<file path="src/rtl/aes128_pkg.sv">
// Shared AES-128 definitions: key-schedule FSM states, round constants and the
// S-box byte substitution, also used by the SubBytes datapath.
package aes128_pkg;

    typedef enum logic [1:0] {
        IDLE   = 2'd0,
        EXPAND = 2'd1,
        EMIT   = 2'd2
    } key_state_e;

    localparam logic [3:0] LAST_ROUND = 4'd10;

    // Index 0 and 11..15 are unused padding so any 4-bit round index is safe.
    localparam logic [0:15][7:0] RCON = {
        8'h00, 8'h01, 8'h02, 8'h04, 8'h08, 8'h10, 8'h20, 8'h40,
        8'h80, 8'h1b, 8'h36, 8'h00, 8'h00, 8'h00, 8'h00, 8'h00
    };

    localparam logic [0:255][7:0] SBOX = {
        8'h63, 8'h7c, 8'h77, 8'h7b, 8'hf2, 8'h6b, 8'h6f, 8'hc5, 8'h30, 8'h01, 8'h67, 8'h2b, 8'hfe, 8'hd7, 8'hab, 8'h76,
        8'hca, 8'h82, 8'hc9, 8'h7d, 8'hfa, 8'h59, 8'h47, 8'hf0, 8'had, 8'hd4, 8'ha2, 8'haf, 8'h9c, 8'ha4, 8'h72, 8'hc0,
        8'hb7, 8'hfd, 8'h93, 8'h26, 8'h36, 8'h3f, 8'hf7, 8'hcc, 8'h34, 8'ha5, 8'he5, 8'hf1, 8'h71, 8'hd8, 8'h31, 8'h15,
        8'h04, 8'hc7, 8'h23, 8'hc3, 8'h18, 8'h96, 8'h05, 8'h9a, 8'h07, 8'h12, 8'h80, 8'he2, 8'heb, 8'h27, 8'hb2, 8'h75,
        8'h09, 8'h83, 8'h2c, 8'h1a, 8'h1b, 8'h6e, 8'h5a, 8'ha0, 8'h52, 8'h3b, 8'hd6, 8'hb3, 8'h29, 8'he3, 8'h2f, 8'h84,
        8'h53, 8'hd1, 8'h00, 8'hed, 8'h20, 8'hfc, 8'hb1, 8'h5b, 8'h6a, 8'hcb, 8'hbe, 8'h39, 8'h4a, 8'h4c, 8'h58, 8'hcf,
        8'hd0, 8'hef, 8'haa, 8'hfb, 8'h43, 8'h4d, 8'h33, 8'h85, 8'h45, 8'hf9, 8'h02, 8'h7f, 8'h50, 8'h3c, 8'h9f, 8'ha8,
        8'h51, 8'ha3, 8'h40, 8'h8f, 8'h92, 8'h9d, 8'h38, 8'hf5, 8'hbc, 8'hb6, 8'hda, 8'h21, 8'h10, 8'hff, 8'hf3, 8'hd2,
        8'hcd, 8'h0c, 8'h13, 8'hec, 8'h5f, 8'h97, 8'h44, 8'h17, 8'hc4, 8'ha7, 8'h7e, 8'h3d, 8'h64, 8'h5d, 8'h19, 8'h73,
        8'h60, 8'h81, 8'h4f, 8'hdc, 8'h22, 8'h2a, 8'h90, 8'h88, 8'h46, 8'hee, 8'hb8, 8'h14, 8'hde, 8'h5e, 8'h0b, 8'hdb,
        8'he0, 8'h32, 8'h3a, 8'h0a, 8'h49, 8'h06, 8'h24, 8'h5c, 8'hc2, 8'hd3, 8'hac, 8'h62, 8'h91, 8'h95, 8'he4, 8'h79,
        8'he7, 8'hc8, 8'h37, 8'h6d, 8'h8d, 8'hd5, 8'h4e, 8'ha9, 8'h6c, 8'h56, 8'hf4, 8'hea, 8'h65, 8'h7a, 8'hae, 8'h08,
        8'hba, 8'h78, 8'h25, 8'h2e, 8'h1c, 8'ha6, 8'hb4, 8'hc6, 8'he8, 8'hdd, 8'h74, 8'h1f, 8'h4b, 8'hbd, 8'h8b, 8'h8a,
        8'h70, 8'h3e, 8'hb5, 8'h66, 8'h48, 8'h03, 8'hf6, 8'h0e, 8'h61, 8'h35, 8'h57, 8'hb9, 8'h86, 8'hc1, 8'h1d, 8'h9e,
        8'he1, 8'hf8, 8'h98, 8'h11, 8'h69, 8'hd9, 8'h8e, 8'h94, 8'h9b, 8'h1e, 8'h87, 8'he9, 8'hce, 8'h55, 8'h28, 8'hdf,
        8'h8c, 8'ha1, 8'h89, 8'h0d, 8'hbf, 8'he6, 8'h42, 8'h68, 8'h41, 8'h99, 8'h2d, 8'h0f, 8'hb0, 8'h54, 8'hbb, 8'h16
    };

    function automatic logic [7:0] sbox(input logic [7:0] b);
        return SBOX[b];
    endfunction

    function automatic logic [31:0] rot_word(input logic [31:0] w);
        return {w[23:0], w[31:24]};
    endfunction

endpackage

</file>
<file path="src/rtl/aes_sub_word.sv">
// 32-bit SubWord: four parallel S-box lookups, purely combinational.
module aes_sub_word
    import aes128_pkg::*;
(
    input  logic [31:0] word,
    output logic [31:0] result
);

    assign result = {sbox(word[31:24]), sbox(word[23:16]), sbox(word[15:8]), sbox(word[7:0])};

endmodule

</file>
<file path="src/rtl/aes128_round_key_gen.sv">
// On-the-fly AES-128 round-key generator, forward (0..10) or reverse (10..0) order.
// Optional round-10 key cache enabled by defining AES_KEYSCHED_CACHE_EN.
module aes128_round_key_gen
    import aes128_pkg::*;
(
    input  logic         i_Clk,
    input  logic         i_Rst,
    input  logic         i_Start,
    input  logic [127:0] i_Key,
    input  logic         i_fDec,
    input  logic         i_Next,
    output logic [127:0] o_RoundKey,
    output logic [3:0]   o_Round,
    output logic         o_Valid,
    output logic         o_Last,
    output logic         o_Busy
);

    key_state_e   state_r;
    logic [127:0] key_r;
    logic [3:0]   round_r;
    logic         dec_r;
    logic         valid_r;
    logic         last_r;
    logic         busy_r;

    logic [31:0]  fwd_sub_s;
    logic [31:0]  fwd_w4_s;
    logic [31:0]  fwd_w5_s;
    logic [31:0]  fwd_w6_s;
    logic [31:0]  fwd_w7_s;
    logic [127:0] fwd_key_s;

    logic [31:0]  bwd_sub_s;
    logic [31:0]  bwd_w0_s;
    logic [31:0]  bwd_w1_s;
    logic [31:0]  bwd_w2_s;
    logic [31:0]  bwd_w3_s;
    logic [127:0] bwd_key_s;

    logic         cache_hit_s;
    logic [127:0] cache_key_s;

    // Forward step produces the key for round_r+1 from the key held in key_r.
    aes_sub_word u_fwd_sub (
        .word   (rot_word(key_r[31:0])),
        .result (fwd_sub_s)
    );

    assign fwd_w4_s  = key_r[127:96] ^ fwd_sub_s ^ {RCON[round_r + 4'd1], 24'h000000};
    assign fwd_w5_s  = key_r[95:64] ^ fwd_w4_s;
    assign fwd_w6_s  = key_r[63:32] ^ fwd_w5_s;
    assign fwd_w7_s  = key_r[31:0]  ^ fwd_w6_s;
    assign fwd_key_s = {fwd_w4_s, fwd_w5_s, fwd_w6_s, fwd_w7_s};

    // Backward step must recover w3 first: w0 depends on SubWord of the old w3.
    assign bwd_w3_s = key_r[31:0]  ^ key_r[63:32];
    assign bwd_w2_s = key_r[63:32] ^ key_r[95:64];
    assign bwd_w1_s = key_r[95:64] ^ key_r[127:96];

    aes_sub_word u_bwd_sub (
        .word   (rot_word(bwd_w3_s)),
        .result (bwd_sub_s)
    );

    assign bwd_w0_s  = key_r[127:96] ^ bwd_sub_s ^ {RCON[round_r], 24'h000000};
    assign bwd_key_s = {bwd_w0_s, bwd_w1_s, bwd_w2_s, bwd_w3_s};

`ifdef AES_KEYSCHED_CACHE_EN
    logic [127:0] tag_key_r;
    logic [127:0] tag_rk10_r;
    logic         tag_valid_r;

    assign cache_hit_s = tag_valid_r && (tag_key_r == i_Key);
    assign cache_key_s = tag_rk10_r;

    // Tag becomes valid only once an expansion completes; a fresh miss invalidates it.
    always_ff @(posedge i_Clk) begin
        if (i_Rst) begin
            tag_key_r   <= 128'h0;
            tag_rk10_r  <= 128'h0;
            tag_valid_r <= 1'b0;
        end else if ((state_r == IDLE) && i_Start && i_fDec && !cache_hit_s) begin
            tag_key_r   <= i_Key;
            tag_valid_r <= 1'b0;
        end else if ((state_r == EXPAND) && (round_r == 4'd9)) begin
            tag_rk10_r  <= fwd_key_s;
            tag_valid_r <= 1'b1;
        end else begin
            tag_valid_r <= tag_valid_r;
        end
    end
`else
    assign cache_hit_s = 1'b0;
    assign cache_key_s = 128'h0;
`endif

    // Key-schedule FSM; all outputs are registered state.
    always_ff @(posedge i_Clk) begin
        if (i_Rst) begin
            state_r <= IDLE;
            key_r   <= 128'h0;
            round_r <= 4'd0;
            dec_r   <= 1'b0;
            valid_r <= 1'b0;
            last_r  <= 1'b0;
            busy_r  <= 1'b0;
        end else begin
            case (state_r)
                IDLE: begin
                    valid_r <= 1'b0;
                    last_r  <= 1'b0;
                    if (i_Start) begin
                        dec_r  <= i_fDec;
                        busy_r <= 1'b1;
                        if (!i_fDec) begin
                            key_r   <= i_Key;
                            round_r <= 4'd0;
                            state_r <= EMIT;
                        end else if (cache_hit_s) begin
                            key_r   <= cache_key_s;
                            round_r <= LAST_ROUND;
                            state_r <= EMIT;
                        end else begin
                            key_r   <= i_Key;
                            round_r <= 4'd0;
                            state_r <= EXPAND;
                        end
                    end else begin
                        busy_r <= 1'b0;
                    end
                end
                EXPAND: begin
                    key_r   <= fwd_key_s;
                    round_r <= round_r + 4'd1;
                    if (round_r == 4'd9) begin
                        state_r <= EMIT;
                    end else begin
                        state_r <= EXPAND;
                    end
                end
                EMIT: begin
                    if (!valid_r) begin
                        valid_r <= 1'b1;
                        last_r  <= dec_r ? (round_r == 4'd0) : (round_r == LAST_ROUND);
                    end else if (i_Next) begin
                        if (last_r) begin
                            state_r <= IDLE;
                            valid_r <= 1'b0;
                            last_r  <= 1'b0;
                            busy_r  <= 1'b0;
                        end else if (dec_r) begin
                            key_r   <= bwd_key_s;
                            round_r <= round_r - 4'd1;
                            last_r  <= (round_r == 4'd1);
                        end else begin
                            key_r   <= fwd_key_s;
                            round_r <= round_r + 4'd1;
                            last_r  <= (round_r == 4'd9);
                        end
                    end else begin
                        valid_r <= valid_r;
                    end
                end
                default: begin
                    state_r <= IDLE;
                    valid_r <= 1'b0;
                    last_r  <= 1'b0;
                    busy_r  <= 1'b0;
                end
            endcase
        end
    end

    assign o_RoundKey = key_r;
    assign o_Round    = round_r;
    assign o_Valid    = valid_r;
    assign o_Last     = last_r;
    assign o_Busy     = busy_r;

endmodule

</file>
<file path="config.mk">
export PLATFORM = sky130hd
export DESIGN_NAME = aes128_round_key_gen
export DESIGN_NICKNAME = d
export VERILOG_FILES = /design/src/rtl/aes128_pkg.sv /design/src/rtl/aes_sub_word.sv /design/src/rtl/aes128_round_key_gen.sv
export SDC_FILE = /design/constraint.sdc
export NUM_CORES = 2
export LEC_CHECK = 0
export ABC_CLOCK_PERIOD_IN_PS = 6300
export CAP_MARGIN = 25
export CORE_MARGIN = 1.5
export CORE_UTILIZATION = 45
export CTS_CLUSTER_SIZE = 8
export DETAILED_ROUTE_END_ITERATION = 10
export DONT_BUFFER_PORTS = 1
export PLACE_DENSITY = 0.57
export SYNTH_ARGS = -nofsm -noshare
export SYNTH_HDL_FRONTEND = slang
export SYNTH_SLANG_ARGS = --single-unit
export TNS_END_PERCENT = 50
</file>
<file path="constraint.sdc">
create_clock -name i_Clk -period 6.3 [get_ports i_Clk]
set_clock_uncertainty 0.2 [all_clocks]
set_input_delay 0.945 -clock i_Clk [delete_from_list [all_inputs] [get_ports i_Clk]]
set_output_delay 0.945 -clock i_Clk [all_outputs]
set_load 0.01 [all_outputs]
</file>
# Word-level counts from Yosys, hierarchy flattened
# Memories as Yosys holds them, arrays and structs flattened.
# Index checks and enable logic that the tools add are counted.
[op_classes]
addsub = 2
order_cmp = 10
n_eq_ne = 11
n_mux = 54
n_bitwise = 21
reduce_logical = 8
[ops]
columns = ["op", "count"]
rows = [
  ["$mux W128", 5],
  ["$pmux W128 S3", 1],
  ["$xor A32 B32 Y32", 10],
  ["$mux W8", 20],
  ["$ge A9 B9 Y1 const B", 8],
  ["$not A8 Y9", 8],
  ["$mux W4", 5],
  ["$mux W1", 12],
  ["$mux W2", 6],
  ["$pmux W4 S3", 1],
  ["$ge A5 B5 Y1 const B", 2],
  ["$ne A2 B2 Y1 const B", 5],
  ["$not A4 Y5", 2],
  ["$eq A4 B4 Y1 const B", 2],
  ["$reduce_and A4 Y1", 2],
  ["$pmux W2 S3", 1],
  ["$reduce_and A5 Y1", 1],
  ["$add A4 B1 Y4 const B", 1],
  ["$eq A4 B1 Y1 const B", 1],
  ["$logic_not A4 Y1", 1],
  ["$pmux W1 S2", 2],
  ["$reduce_and A2 Y1", 2],
  ["$sub A4 B1 Y4 const B", 1],
  ["$ne A3 B3 Y1 const B", 1],
  ["other kinds (6)", 6],
]
[word_totals]
regBits = 138
romBits = 16640
in_bits = 133
output_inout_bits = 135
elab_cells = 123
n_memories = 10
[memory_table]
columns = ["memory", "depth", "word_bits", "rd", "rd_clocked_by_memory_dff", "wr", "line_no", "rtl"]
rows = [
  ["(name not given)", 256, 8, 1, 0, 0, "aes128_pkg.sv:39", "return SBOX[b];"],
  ["(name not given)", 256, 8, 1, 0, 0, "aes128_pkg.sv:39", ""],
  ["(name not given)", 256, 8, 1, 0, 0, "aes128_pkg.sv:39", ""],
  ["(name not given)", 256, 8, 1, 0, 0, "aes128_pkg.sv:39", ""],
  ["(name not given)", 256, 8, 1, 0, 0, "aes128_pkg.sv:39", ""],
  ["(name not given)", 256, 8, 1, 0, 0, "aes128_pkg.sv:39", ""],
  ["+4 memories", "n/a", "n/a", "n/a", "n/a", "n/a", "n/a", ""],
]

# Logic depth before layout (Yosys ltp)
[depth]
word_depth = 14
ltp_mapped = 17
ltp_nobuf = 12

# Cells and area by module
# From an unflattened synthesis, not the netlist that was laid out.
[hier_totals]
cells_unflattened = 5959
hier_area_um2 = 38997.4
[modules_own_cells]
columns = ["module", "instances", "cells_per_inst", "area_per_inst_um2", "seq_area_each_um2"]
rows = [
  ["aes_sub_word (u_fwd_sub)", 1, 2185, 13769.5, 0.0],
  ["aes_sub_word (u_bwd_sub)", 1, 2226, 13484.2, 0.0],
  ["aes128_round_key_gen", 1, 1548, 11743.8, 2762.6],
]

# Worst setup path after synthesis
# Ideal clock, no wire load.
[synth_path]
kind = "reg-to-reg"
from = "register key_r[17] (netlist: o_RoundKey[17])"
to = "register key_r[120] (netlist: o_RoundKey[120])"
setup_ps = 120
t_arrival_ps = 4070
t_required_ps = 5980
setup_slack_ps = 1910
stages_incl_launch_ff = 16
path_buffers = 5
period_less_slack_ps = 4390
cell_sequence = "dfxtp_1 -> buf_2 -> buf_2 -> xor2_1 -> clkbuf_1 -> clkbuf_1 -> ha_1 -> clkbuf_1 -> nor2_1 -> nor3_1 -> a311oi_1 -> a311oi_1 -> o32a_1 -> a21oi_1 -> mux2_2 -> a2bb2oi_1"
[synth_between]
elab_chain_cells = 12
word_cells_on_any_way = 18
cone_classes = "mux: 9; bitwise: 7; memory: 2"
[synth_rtl]
columns = ["item", "line_no", "rtl"]
rows = [
  ["from (decl)", "aes128_round_key_gen.sv:20", "logic [127:0] key_r;"],
  ["from (signal assigned)", "aes128_round_key_gen.sv:117", "key_r <= i_Key;"],
  ["from (signal assigned)", "aes128_round_key_gen.sv:121", "key_r <= cache_key_s;"],
  ["from (signal assigned)", "aes128_round_key_gen.sv:125", "key_r <= i_Key;"],
  ["$xor A32 B32 Y32", "aes128_round_key_gen.sv:57", "assign bwd_w3_s = key_r[31:0] ^ key_r[63:32];"],
  ["$not A8 Y9 (implied by the code)", "aes128_pkg.sv:39", ""],
  ["$mem_v2 Z256 W8", "n/a", ""],
  ["$mux W8 (implied by the code) (2 in series)", "aes128_pkg.sv:39", ""],
  ["$xor A32 B32 Y32 (2 in series)", "aes128_round_key_gen.sv:66", "assign bwd_w0_s = key_r[127:96] ^ bwd_sub_s ^ {RCON[round_r], 24'h000000};"],
  ["$mux W128", "aes128_round_key_gen.sv:152", "end else if (dec_r) begin"],
  ["$mux W128", "aes128_round_key_gen.sv:147", "if (last_r) begin"],
  ["$mux W128", "aes128_round_key_gen.sv:146", "end else if (i_Next) begin"],
  ["$mux W128", "aes128_round_key_gen.sv:143", "if (!valid_r) begin"],
  ["$pmux W128 S3 *", "aes128_round_key_gen.sv:109", "case (state_r)"],
]
# Mark *: on every way between the ends. The rest lies on a longest branch, timed or not. The select of a mux whose other input is x is not followed.
# A chain may end at the register's enable or synchronous reset.

# Final worst setup path
[layout_path]
from = "register key_r[17] (netlist: o_RoundKey[17])"
to = "register key_r[30] (netlist: o_RoundKey[30])"
[layout_between]
elab_chain_cells = 14
[layout_rtl]
columns = ["item", "line_no", "rtl"]
rows = [
  ["$not A8 Y9 (implied by the code) *", "aes128_pkg.sv:39", ""],
  ["$mem_v2 Z256 W8 *", "n/a", ""],
  ["$mux W8 (implied by the code) * (2 in series)", "aes128_pkg.sv:39", ""],
  ["$xor A32 B32 Y32 * (2 in series)", "aes128_round_key_gen.sv:50", "assign fwd_w4_s = key_r[127:96] ^ fwd_sub_s ^ {RCON[round_r + 4'd1], 24'h000000};"],
  ["$xor A32 B32 Y32 *", "aes128_round_key_gen.sv:51", "assign fwd_w5_s = key_r[95:64] ^ fwd_w4_s;"],
  ["$xor A32 B32 Y32 *", "aes128_round_key_gen.sv:52", "assign fwd_w6_s = key_r[63:32] ^ fwd_w5_s;"],
  ["$xor A32 B32 Y32 *", "aes128_round_key_gen.sv:53", "assign fwd_w7_s = key_r[31:0] ^ fwd_w6_s;"],
  ["$mux W128", "aes128_round_key_gen.sv:152", ""],
  ["$mux W128", "aes128_round_key_gen.sv:147", ""],
  ["$mux W128", "aes128_round_key_gen.sv:146", ""],
  ["$mux W128", "aes128_round_key_gen.sv:143", ""],
  ["$pmux W128 S3 *", "aes128_round_key_gen.sv:109", ""],
]
# Marks and branches as above.

==> flow_summary.yaml <==
status:
  outcome: "finished, violations left"
  violations: "design-rule violations"
global_route:
  grt_max_degree: 110
  grt_pass1_vias: 46900
  grt_overflow: 0
  grt_use_met2_pct: 70.28
  busiest_layer: "met2"
  antenna_found_initial: 25
  track_usage_pct: 49.70
  globalRouteMet1Util_pct: 62.68
  grt_pass1_wl_microns: 334900
  grtUsageMet3_pct: 20.04
detailed_routing:
  drt_wl_total_microns: 233300
  drtIter0Drc: 10380
  ant_nets: 0
  viasPerCell: 7.957
  drt_pre_antenna_iters: 11
  drc: 2
  drt-wirelength-per-cell_microns: 35.46
  vias: 52360
final_layout:
  multi_input_area_sq_um: 33250
  seqCellArea_sq_um: 2811
  fill_cells: 9036
  final_common_cell: "nand2_1"
  fin_area_sq_um: 40270
  drive_gt1_share_pct: 9.619
  fin_nets: 5673
  area_growth_syn_to_layout_pct: 2.929
  final_cell_mix: "nand2_1, nor2_1, a21oi_1"
synth:
  synth.top_cell.area_share_pct: 7.062
  synth_cell_types: 105
  ys_seq_area_share_pct: 7.062
  synth_top_cell_by_area: "dfxtp_1"
  yosys_register_bits: 138
  synth_area_leaders: "dfxtp_1, a21oi_1, o21ai_0"
  synth-edff-count: 0
  synth_warnings: 0
  syn_inst: 5898
  syn_area_sq_um: 39120
  syn-num-nets: 6157
  syn_avg_cell_area_sq_um: 6.633
  async_flop_share_pct: 0
  ys.flop_type: "dfxtp_1"
timing:
  layout_min_cycle_time_ps: 5077
  timing.final.crit_share_pct: 80.59
  worstMarginPinSlew_ps: 1199
  hold_ws_ps: 302.1
  fmax_ghz: 0.1970
  slew_violations: 0
  rsz0062_at_grt: "false"
  hold_violations: 0
  setup_viol: 0
  timing.slew.headroom_pct: 19.49
  timing.setup.tns_ps: 0
clock_tree:
  cts_max_path_buffers: 2
  cts-resized-gates: 0
  htreeDepth: 4
  cts_tree: "built"
  numCtsBuffers: 17
  clock_sinks: 138
  cts_setup_buffers: 0
  clkTransAtPathRegs_ps: 90
  clk_latency_ps: 540
  clockRootBuffer: "clkbuf_16"
  ctsHoldBuffers: 0
flow_run:
  maxCapViolCount: 0
critical_path:
  end_kind: "flip-flop"
  cp_max_fo: 41
  r2r_slack_ps: 1220
  startpoint_type: "flip-flop"
  critPathArrivalTime_ps: 5270
  criticalPathCategory: "reg2reg"
  worstPathRequired_ps: 6490
die:
  fp.dieW_microns: 297.9
  core_area_sq_um: 85680
  die_y_microns: 297.9
  io_pins: 268
  die_area_sq_um: 88720
  rows: 107
  start_util_pct: 45.66
place:
  io_buffers: 0
  dp_hpwl_microns: 163600
  place.gp.congestion: 1.101
  dpl_cell_area_sq_um: 39610
min_path:
  hold_class: "in2reg"
[area by class of cell]
class	instances	area share, %
clock inverter	13	0.3045
tap	1144	3.555
clock buffer	19	1.181
multi-input combinational	4935	82.57
antenna	9	0.05593
sequential	138	6.982
timing repair buffer	227	4.459
inverter	95	0.8917
[worst max-delay path, stage by stage (launching register included)]
cell      delay, ps
dfxtp_2         400
buf_4           470
ha_1            770
nand2_1         370
a21oi_1         220
nor3_1           80
a311o_1         320
o211ai_1        320
xor2_1          630
xor2_1          410
mux2i_1         600
a22oi_1         140
[sequential cells by signal, indices dropped and copies added (netlist names)]
name,count
o_Busy,1
state_r,2
o_Valid,1
dec_r,1
o_Round,4
o_RoundKey,128
o_Last,1
[per-layer routing]
metal	share of wire (%)	wire, microns
met3	16	37620
met1	36	84850
met5	0.079	185
met2	40	92960
met4	7.6	17710
[path summary, 6_finish.rpt]
| kind | startpoint | end | cells past startpoint |
|---|---|---|---|
| max | o_RoundKey[17] | o_RoundKey[30] | 11 |
| min reg2reg | state_r[0] | state_r[0] | 2 |
| max reg2reg | o_RoundKey[17] | o_RoundKey[30] | 11 |
| min | i_Rst | o_RoundKey[2] | 1 |
[cell families after synthesis]
logic type,share of synthesized area [%]
AOI/OAI and AO/OA,41.33
DFF,7.062
xor gates and xnor gates,5.846
adders and majority gates,4.106
buffers and inverters,9.175
muxes,7.624
and+or+nand+nor,24.85
[Yosys cell counts, types with 34 or more instances]
| cell | number |
|---|---|
| a21oi_1 | 490 |
| o32ai_1 | 34 |
| a211o_1 | 36 |
| mux2i_1 | 120 |
| nand2b_1 | 114 |
| xnor2_1 | 122 |
| a221oi_1 | 77 |
| o221ai_1 | 51 |
| nor2b_1 | 106 |
| xor2_1 | 102 |
| nand2_1 | 503 |
| a211oi_1 | 117 |
| o311ai_0 | 104 |
| nor4_1 | 36 |
| a311oi_1 | 93 |
| and3_1 | 64 |
| buf_2 | 201 |
| a2111oi_0 | 43 |
| inv_1 | 83 |
| a21o_1 | 37 |
| o21a_1 | 36 |
| o31ai_1 | 48 |
| and2_1 | 50 |
| clkbuf_1 | 418 |
| a221o_1 | 35 |
| nor2_1 | 507 |
| o21ai_0 | 468 |
| mux4_2 | 67 |
| buf_1 | 63 |
| ha_1 | 126 |
| o211ai_1 | 116 |
| nor3_1 | 217 |
| or3_1 | 66 |
| nor3b_1 | 40 |
| nand3_1 | 168 |
| o22ai_1 | 77 |
| a31oi_1 | 157 |
| dfxtp_1 | 138 |
[per-stage QoR]
step | worst slack (ps) | cells | util [%]
2_1_floorplan | 1910 | 5898 | -
3_3_place_gp | 1542 | 6535 | 46.23
3_5_place_dp | 1592 | 6535 | 46.23
4_1_cts | 1560 | 6567 | 46.93
5_1_grt | 1145 | 6574 | 46.98
6_report | 1223 | 6580 | 47.00
Power is not shown: default switching activity piles up to over one toggle a cycle in this logic, so the estimate is an artifact.
